<file path="config.mk">
export PLATFORM = sky130hd
export DESIGN_NAME = return_stack
export DESIGN_NICKNAME = d
export VERILOG_FILES = /design/src/rtl/return_stack.sv
export SDC_FILE = /design/constraint.sdc
export NUM_CORES = 1
export LEC_CHECK = 0
export CAP_MARGIN = 10
export CELL_PAD_IN_SITES_DETAIL_PLACEMENT = 1
export CELL_PAD_IN_SITES_GLOBAL_PLACEMENT = 2
export CORE_MARGIN = 1
export CORE_UTILIZATION = 37
export DETAILED_ROUTE_END_ITERATION = 10
export PLACE_DENSITY_LB_ADDON = 0.12
export SLEW_MARGIN = 0
export SYNTH_ARGS = -nofsm -noshare
export SYNTH_HDL_FRONTEND = slang
export SYNTH_SLANG_ARGS = --single-unit
</file>
<file path="constraint.sdc">
create_clock -name clock -period 3.7 [get_ports clock]
set_clock_uncertainty 0.05 [all_clocks]
set_input_delay 0.74 -clock clock [delete_from_list [all_inputs] [get_ports clock]]
set_output_delay 0.74 -clock clock [all_outputs]
set_load 0.005 [all_outputs]
</file>
<file path="src/rtl/return_stack.sv">
// Call/return address stack: circular register array with count, full/empty and sticky error flags.
// Define RET_STACK_WRAP_EN to let a push while full overwrite the oldest entry instead of being dropped.
module return_stack #(
  parameter int DEPTH  = 8,
  parameter int ADDR_W = 12
) (
  input  logic                       clock,
  input  logic                       init_signal,
  input  logic                       push,
  input  logic                       pop,
  input  logic [ADDR_W-1:0]          pushAddress,
  input  logic                       clearErrors,
  output logic [ADDR_W-1:0]          topAddress,
  output logic [$clog2(DEPTH):0]     count,
  output logic                       empty,
  output logic                       full,
  output logic                       overflow,
  output logic                       underflow
);

  localparam int PTR_W = $clog2(DEPTH);
  localparam int CNT_W = PTR_W + 1;

  logic [ADDR_W-1:0] mem_q [DEPTH];
  logic [PTR_W-1:0]  sp_q, sp_d;
  logic [CNT_W-1:0]  count_q, count_d;
  logic              overflow_q, overflow_d;
  logic              underflow_q, underflow_d;
  logic              wr_en;
  logic [PTR_W-1:0]  wr_idx;
  logic [PTR_W-1:0]  top_idx;
  logic              is_empty, is_full;

  assign top_idx  = sp_q - PTR_W'(1);
  assign is_empty = (count_q == '0);
  assign is_full  = (count_q == CNT_W'(DEPTH));

  always_comb begin
    sp_d        = sp_q;
    count_d     = count_q;
    overflow_d  = clearErrors ? 1'b0 : overflow_q;
    underflow_d = clearErrors ? 1'b0 : underflow_q;
    wr_en       = 1'b0;
    wr_idx      = sp_q;

    if (push && pop && !is_empty) begin
      // Return immediately followed by a call: replace the top in place.
      wr_en  = 1'b1;
      wr_idx = top_idx;
    end else if (push) begin
      if (!is_full) begin
        wr_en   = 1'b1;
        sp_d    = sp_q + PTR_W'(1);
        count_d = count_q + CNT_W'(1);
      end else begin
        overflow_d = 1'b1;
`ifdef RET_STACK_WRAP_EN
        wr_en = 1'b1;
        sp_d  = sp_q + PTR_W'(1);
`endif
      end
    end else if (pop) begin
      if (!is_empty) begin
        sp_d    = sp_q - PTR_W'(1);
        count_d = count_q - CNT_W'(1);
      end else begin
        underflow_d = 1'b1;
      end
    end
  end

  always_ff @(posedge clock) begin
    if (!init_signal) begin
      sp_q        <= '0;
      count_q     <= '0;
      overflow_q  <= 1'b0;
      underflow_q <= 1'b0;
    end else begin
      sp_q        <= sp_d;
      count_q     <= count_d;
      overflow_q  <= overflow_d;
      underflow_q <= underflow_d;
    end
  end

  // Storage is deliberately left out of reset.
  always_ff @(posedge clock) begin
    if (init_signal && wr_en) begin
      mem_q[wr_idx] <= pushAddress;
    end
  end

  assign topAddress = is_empty ? '0 : mem_q[top_idx];
  assign count      = count_q;
  assign empty      = is_empty;
  assign full       = is_full;
  assign overflow   = overflow_q;
  assign underflow  = underflow_q;

endmodule

</file>
==> key figures, run 1 <==
Logic synthesis
  – Area leader, netlist: edfxtp_1
  – Top cells by area, synth: edfxtp_1 66%, mux4_2 12%, dfxtp_1 4.1%
  – Post-synth EDFFs: 96
  – Yosys warns: 0
  – Post-synth cell types: 36
  – Post-synthesis cell count: 264
  – Mapped Area: 4372 sq um
  – Share of the synthesized area in the top cell type: 65.94%
  – Avg Cell Area, Syn: 16.56 sq um
  – Register area share after synthesis: 70.06%
  – Synthesized flop and latch total: 105
  – Async set-reset flop share out of synthesis: 0%
  – Syn nets: 286
  – Top_reg_cell synth: edfxtp_1

CTS
  – CTS H-tree lvls: 3
  – Postcts setup bufs: 0
  – CTS Root Cell: clkbuf_16
  – CTS Buf Count: 9
  – Post-CTS Hold Fix Bufs: 0
  – Clock latency at the later pin of the worst-skew pair: 330 ps
  – CTS Sinks: 105
  – Resized cells post-CTS: 0
  – CTS tree: yes
  – Reg clk slew, reported paths: 70 ps
  – Clock Path Buffers: 2

Floorplan
  – Cell Rows: 39
  – Die area: 12250 sq um
  – Die height: 110.7 um
  – Die extent in x: 110.7 um
  – Io pins: 37
  – Core Area: 11470 sq um
  – Initial core utilization: 38.12%

Layout
  – Fraction of layout instances using a drive strength above 1: 19.24%
  – Area growth syn-to-layout: 20.64%
  – Filler cells: 1124
  – Storage cell area: 3064 sq um
  – Multi-input logic area: 1224 sq um
  – Nets: 336
  – Ant diodes: 0
  – Commonest cells after routing, fill and taps aside: 96 x edfxtp_1, 36 x clkdlybuf4s50_1, 29 x a21oi_1, 28 x nand2_1, 24 x mux4_2
  – Commonest non-fill, non-tap cell in the layout: edfxtp_1

Detailed routing
  – Via Count: 2482
  – Via/cell ratio: 5.396
  – DRC: 0
  – DR WL/cell: 21.43 um
  – Antenna Nets Post-Route: 0
  – First-pass DRT Iterations: 4
  – First-iteration detailed-routing DRC count: 119
  – Routed wire length: 9856 um

Placed design
  – Worst slack at placement: 703.5 ps
  – DP Wirelength: 6516 um
  – Final Wtd Congestion: 0.7185
  – PortBufs: 36

Timing
  – Worst Slack Setup Final: 471.8 ps
  – Period utilisation layout: 87.25%
  – Slew @ Worst Pin: 527.2 ps
  – Final setup TNS: 0 ps
  – Slew Limit Fails: 0
  – Fin crit period: 3228 ps
  – Setup-failing EPs final: 0
  – Hold Vio Cnt, Final: 0
  – Fmax: 0.3098 GHz
  – Unrepaired setup endpoints after global routing: no
  – Slew HR: 64.81%

GRT
  – Initial antenna violation count: 0
  – Grt ovf: 0
  – Number of global-route vias before repair: 2603
  – Largest net degree at the start of global routing: 33
  – First-pass GRT wire length: 15420 um
  – Total track usage: 17.09%

Worst setup path
  – Critical path depth: 7
  – Critical path buffers and inverters: 3
  – Crit-path slowest cell: clkdlybuf4s50_1
  – CP Capture Type: primary output
  – Worst Setup Start Kind: flip-flop
  – WP data required: 2910 ps
  – Top delay family on crit path: buffers and inverters
  – Peak fanout along the critical path: 8
  – R2r worst-path depth: 6
  – CP Cell Sequence: inv_1, ha_1, xor2_1, buf_4, nand2_1, a21oi_1, clkdlybuf4s50_1
  – Worst Path Arrival: 2440 ps
  – Setup Crit Path Kind: flip-flop to primary output
  – Largest stage delay, worst path: 510 ps

Job
  – Maximum capacitance violations: 0

Power and ir drop
  – LEAKAGE: 1.713 nW
  – Pwr/cell area: 789.9 nW/um^2
  – Max IR drop VDD: 0.5110 mV

Min path
  – WHS Path Cells: 2
  – Worst Hold Class: flip-flop to flip-flop

Status
  – Outcome: complete, no violations
==> registers in the layout, indices dropped and copies added (netlist names) <==
register,count
underflow,1
sp_q,3
mem_q,96
count,4
overflow,1
==> Yosys cell counts, types with 3 or more instances <==
cell type and n:
nor3_1 3, nand2b_1 3, a21oi_1 29, nand2_1 28, o21ai_1 3, nand3_1 6
edfxtp_1 96, o21ai_0 7, buf_4 3, buf_2 3, clkbuf_1 8, nor4_1 4
dfxtp_1 9, inv_1 5, ha_1 4, mux4_2 24, nor2_1 5
==> final cells by class <==
type / count / share of cell area (%)
multi-input combinational: 139 / 23.20
clock inverter: 4 / 1.020
inverter: 6 / 0.4508
sequential: 105 / 58.10
timing repair buffer: 53 / 9.490
clock buffer: 10 / 4.342
tap: 143 / 3.393
==> where the power goes <==
part | internal, mW | switching, mW
clock | 0.520 | 0.406
combinational | 0.853 | 0.866
sequential | 1.43 | 0.0914
==> logic make-up after synthesis <==
family,Yosys count,share of synthesized area [%]
flops,105,70.06
mux,26,12.82
compound gates,50,6.783
buf+inv,20,2.089
simple gates,55,6.039
fa+ha+maj,5,1.603
xor+xnor,3,0.6011
==> worst paths after layout <==
check | from | end | slack (ps)
worst min register to register | underflow | underflow | 450
worst max-delay path | sp_q[0] | topAddress[1] | 470
worst min-delay path | underflow | underflow | 450
worst max register to register | count[0] | mem_q[1][0] | 1410
==> worst register-to-register path, delay by kind of cell, from the launching register on <==
kind,cells,cell delay [ps]
AND/OR/NAND/NOR,2,610
flip-flops,1,560
buffers and inverters,2,440
AO/OA/AOI/OAI,2,320
==> stage by stage <==
stage / total power, mW / area (sq um) / std cells / utilization [%] / hold WS [ps]
after floorplan: 2.475 / 4372 / 264 / - / 426.4
after global placement: 3.299 / 4991 / 446 / 43.52 / 431.4
after detailed placement: 3.291 / 4991 / 446 / 43.52 / 429.9
after CTS: 4.220 / 5274 / 460 / 45.99 / 449.5
after global routing: 4.398 / 5274 / 460 / 45.99 / 511.3
final: 4.166 / 5274 / 460 / 45.99 / 448.5
==> metal layers <==
layer | wire length (um) | vias up | share of wire, % | track usage [%]
li1 | - | 1150 | - | -
met5 | 0 | - | 0 | 0
met4 | 91 | 0 | 0.92 | 4.533
met3 | 231 | 8 | 2.3 | 3.280
met1 | 5152 | 1290 | 52 | 26.05
met2 | 4381 | 34 | 44 | 25.09
Note: power is estimated with default switching activity, not from simulation.
==> inputs of run 2 (changes only) <==
Settings changed: CORE_MARGIN 1 to 2.
==> run 2 against run 1 <==
  * Cell count grew 0.65%
  * Non-clock buffer count grew 1
  * Maximum frequency up 0.49%
  * Setup slack improved by 16 ps
  * Flip-flop and latch count unchanged
  * Core utilization barely moved
  * Largest cell class unchanged
  * Largest power group unchanged
  * Highest routed layer unchanged
==> key figures, run 2 (synthesis results as in run 1) <==
Power and ir drop
  – LEAKAGE: 1.731 nW (+1.1%)
  – P_int: 2.741 mW (-2.2%)
  – Clock power share: 21.9% (-0.3 points)
  – Max IR drop VDD: 0.5874 mV (+15%)
  – P_sw: 1.375 mW (+0.84%)
  – Seq pwr share: 36.9% (+0.4 points)
  – Sw Share: 33.40% (+0.67 points)
  – Combinational power share: 41.2% (about the same)
  – Pwr/cell area: 780.3 nW/um^2 (-1.2%)

Min path
  – WHS Path Cells: 2 (unchanged)
  – Worst Hold Class: flip-flop to flip-flop

Timing
  – Setup-failing EPs final: 0 (unchanged)
  – Slew @ Worst Pin: 1152 ps (+624.4 ps)
  – Fmax: 0.3113 GHz (+0.49%)
  – Slew Limit Fails: 0 (unchanged)
  – Fin crit period: 3213 ps (-15.59 ps)
  – Unrepaired setup endpoints after global routing: no
  – Period utilisation layout: 86.83% (-0.42 points)
  – Hold Vio Cnt, Final: 0 (unchanged)
  – Final setup TNS: 0 ps (unchanged)
  – Slew HR: 22.39% (-42 points)

Detailed routing
  – Via/cell ratio: 5.380 (-0.29%)
  – Via Count: 2491 (+0.36%)
  – Antenna Nets Post-Route: 0 (unchanged)
  – First-iteration detailed-routing DRC count: 119 (unchanged)
  – DR WL/cell: 21.15 um (-1.3%)
  – First-pass DRT Iterations: 4 (unchanged)
  – Routed wire length: 9791 um (-0.66%)
  – DRC: 0 (unchanged)

Placed design
  – Post-DP Area: 4999 sq um (+0.15%)
  – PortBufs: 36 (unchanged)
  – DP Wirelength: 6062 um (-7.0%)
  – Final Wtd Congestion: 0.6847 (-4.7%)
  – Placed Cells: 447 (+0.22%)

Layout
  – Most flops, register: mem_q
  – Max reg flops: 96 (unchanged)
  – Commonest cells after routing, fill and taps aside: 96 x edfxtp_1, 36 x clkdlybuf4s50_1, 29 x a21oi_1, 28 x nand2_1, 24 x mux4_2
  – Cell area after layout: 5275 sq um (about the same)
  – Nets: 337 (+0.30%)
  – Fraction of layout instances using a drive strength above 1: 20.31% (+1.1 points)
  – Ant diodes: 0 (unchanged)
  – Filler cells: 1117 (-0.62%)
  – Core Util, Final: 46.00% (about the same)
  – Area growth syn-to-layout: 20.66% (about the same)
  – Commonest non-fill, non-tap cell in the layout: edfxtp_1
  – Finished Layout Cells: 463 (+0.65%)

Worst setup path
  – Worst reg2reg setup slack: 1010 ps (-400 ps)
  – Setup Crit Path Kind: flip-flop to primary output
  – Reg2Reg Capture Point: mem_q[4][10]
  – Peak fanout along the critical path: 30 (+22)
  – Critical path buffers and inverters: 3 (unchanged)
  – Crit path to: topAddress[8]
  – Crit-path slowest cell: clkdlybuf4s50_1
  – R2r worst-path depth: 5 (-1)
  – Critical path depth: 7 (unchanged)
  – R2R Path Start: count[3]
  – Top delay family on crit path: buffers and inverters
  – Worst Setup Start Kind: flip-flop
  – WP data required: 2910 ps (about the same)
  – Largest stage delay, worst path: 540 ps (+30 ps)
  – CP Cell Sequence: inv_1, ha_1, buf_12, mux4_2, nand2_1, a21oi_1, clkdlybuf4s50_1
  – Worst Path Arrival: 2420 ps (-20 ps)
  – Worst setup startpoint: sp_q[1]
  – CP Capture Type: primary output

CTS
  – CTS Sinks: 105 (unchanged)
  – CTS H-tree lvls: 3 (unchanged)
  – Resized cells post-CTS: 0 (unchanged)
  – CTS tree: yes
  – Postcts setup bufs: 0 (unchanged)
  – Post-CTS Hold Fix Bufs: 0 (unchanged)
  – CTS Root Cell: clkbuf_16
  – Clock latency at the later pin of the worst-skew pair: 350 ps (+20 ps)
  – Clock Path Buffers: 2 (unchanged)
  – Reg clk slew, reported paths: 70 ps (about the same)
  – CTS Buf Count: 9 (unchanged)

GRT
  – Initial antenna violation count: 0 (unchanged)
  – Largest net degree at the start of global routing: 31 (-6.1%)
  – Number of global-route vias before repair: 2662 (+2.3%)
  – Grt ovf: 0 (unchanged)
  – Total track usage: 16.59% (-0.50 points)
  – First-pass GRT wire length: 15630 um (+1.3%)

Job
  – Maximum capacitance violations: 0 (unchanged)

Status
  – Outcome: complete, no violations

Floorplan
  – Cell Rows: 39 (unchanged)
  – Die area: 12700 sq um (+3.6%)
  – Die height: 112.7 um (+1.8%)
  – Core Area: 11470 sq um (unchanged)
  – Die extent in x: 112.7 um (+1.8%)
  – Initial core utilization: 38.12% (unchanged)
  – Io pins: 37 (unchanged)
==> run 2: worst reg2reg max path, delay by kind of cell (launching register included) <==
family / cells / cell delay, ps
buffers and inverters: 1 / 230
flip-flops: 1 / 390
AND/OR/NAND/NOR: 2 / 610
AO/OA/AOI/OAI: 2 / 1140
==> run 2: worst min path at each step <==
stage	startpoint	end
after detailed placement	overflow	overflow
after global routing	underflow	underflow
final	overflow	overflow
after floorplan	overflow	overflow
after CTS	overflow	overflow
after global placement	overflow	overflow
==> run 2: final cells by class <==
class                      instances  area (sq um)  area share [%]
sequential                       105          3064           58.09
clock buffer                       9         225.2           4.269
tap                              143         178.9           3.392
multi-input combinational        139          1224           23.20
clock inverter                     7         51.30          0.9725
inverter                           6         23.77          0.4507
timing repair buffer              54         508.0           9.630
==> run 2: layer usage <==
layer | routed length (um) | share of wire [%] | vias to the layer above | GRT usage [%]
met1 | 4557 | 47 | 1295 | 23.04
met5 | 0 | 0 | - | 0
met3 | 262 | 2.7 | 11 | 2.999
met2 | 4838 | 49 | 34 | 26.67
li1 | - | - | 1151 | -
met4 | 133 | 1.4 | 0 | 5.610
==> run 2: metrics by stage <==
step | setup WS (ps) | power, mW | hold slack, ps
2_1_floorplan | 830.8 | 2.475 | 426.4
3_3_place_gp | 685.1 | 3.273 | 415.1
3_5_place_dp | 678.4 | 3.268 | 432.5
4_1_cts | 441.7 | 4.188 | 454.9
5_1_grt | 331.2 | 4.366 | 492.5
6_report | 487.3 | 4.116 | 449.3
==> run 2: power groups by stage <==
stage          clock (mW)  combinational, mW  sequential (mW)
2_1_floorplan           0              0.962             1.51
3_3_place_gp            0               1.73             1.54
3_5_place_dp            0               1.72             1.55
4_1_cts             0.932               1.74             1.52
5_1_grt             0.967               1.86             1.54
6_report            0.901               1.70             1.52
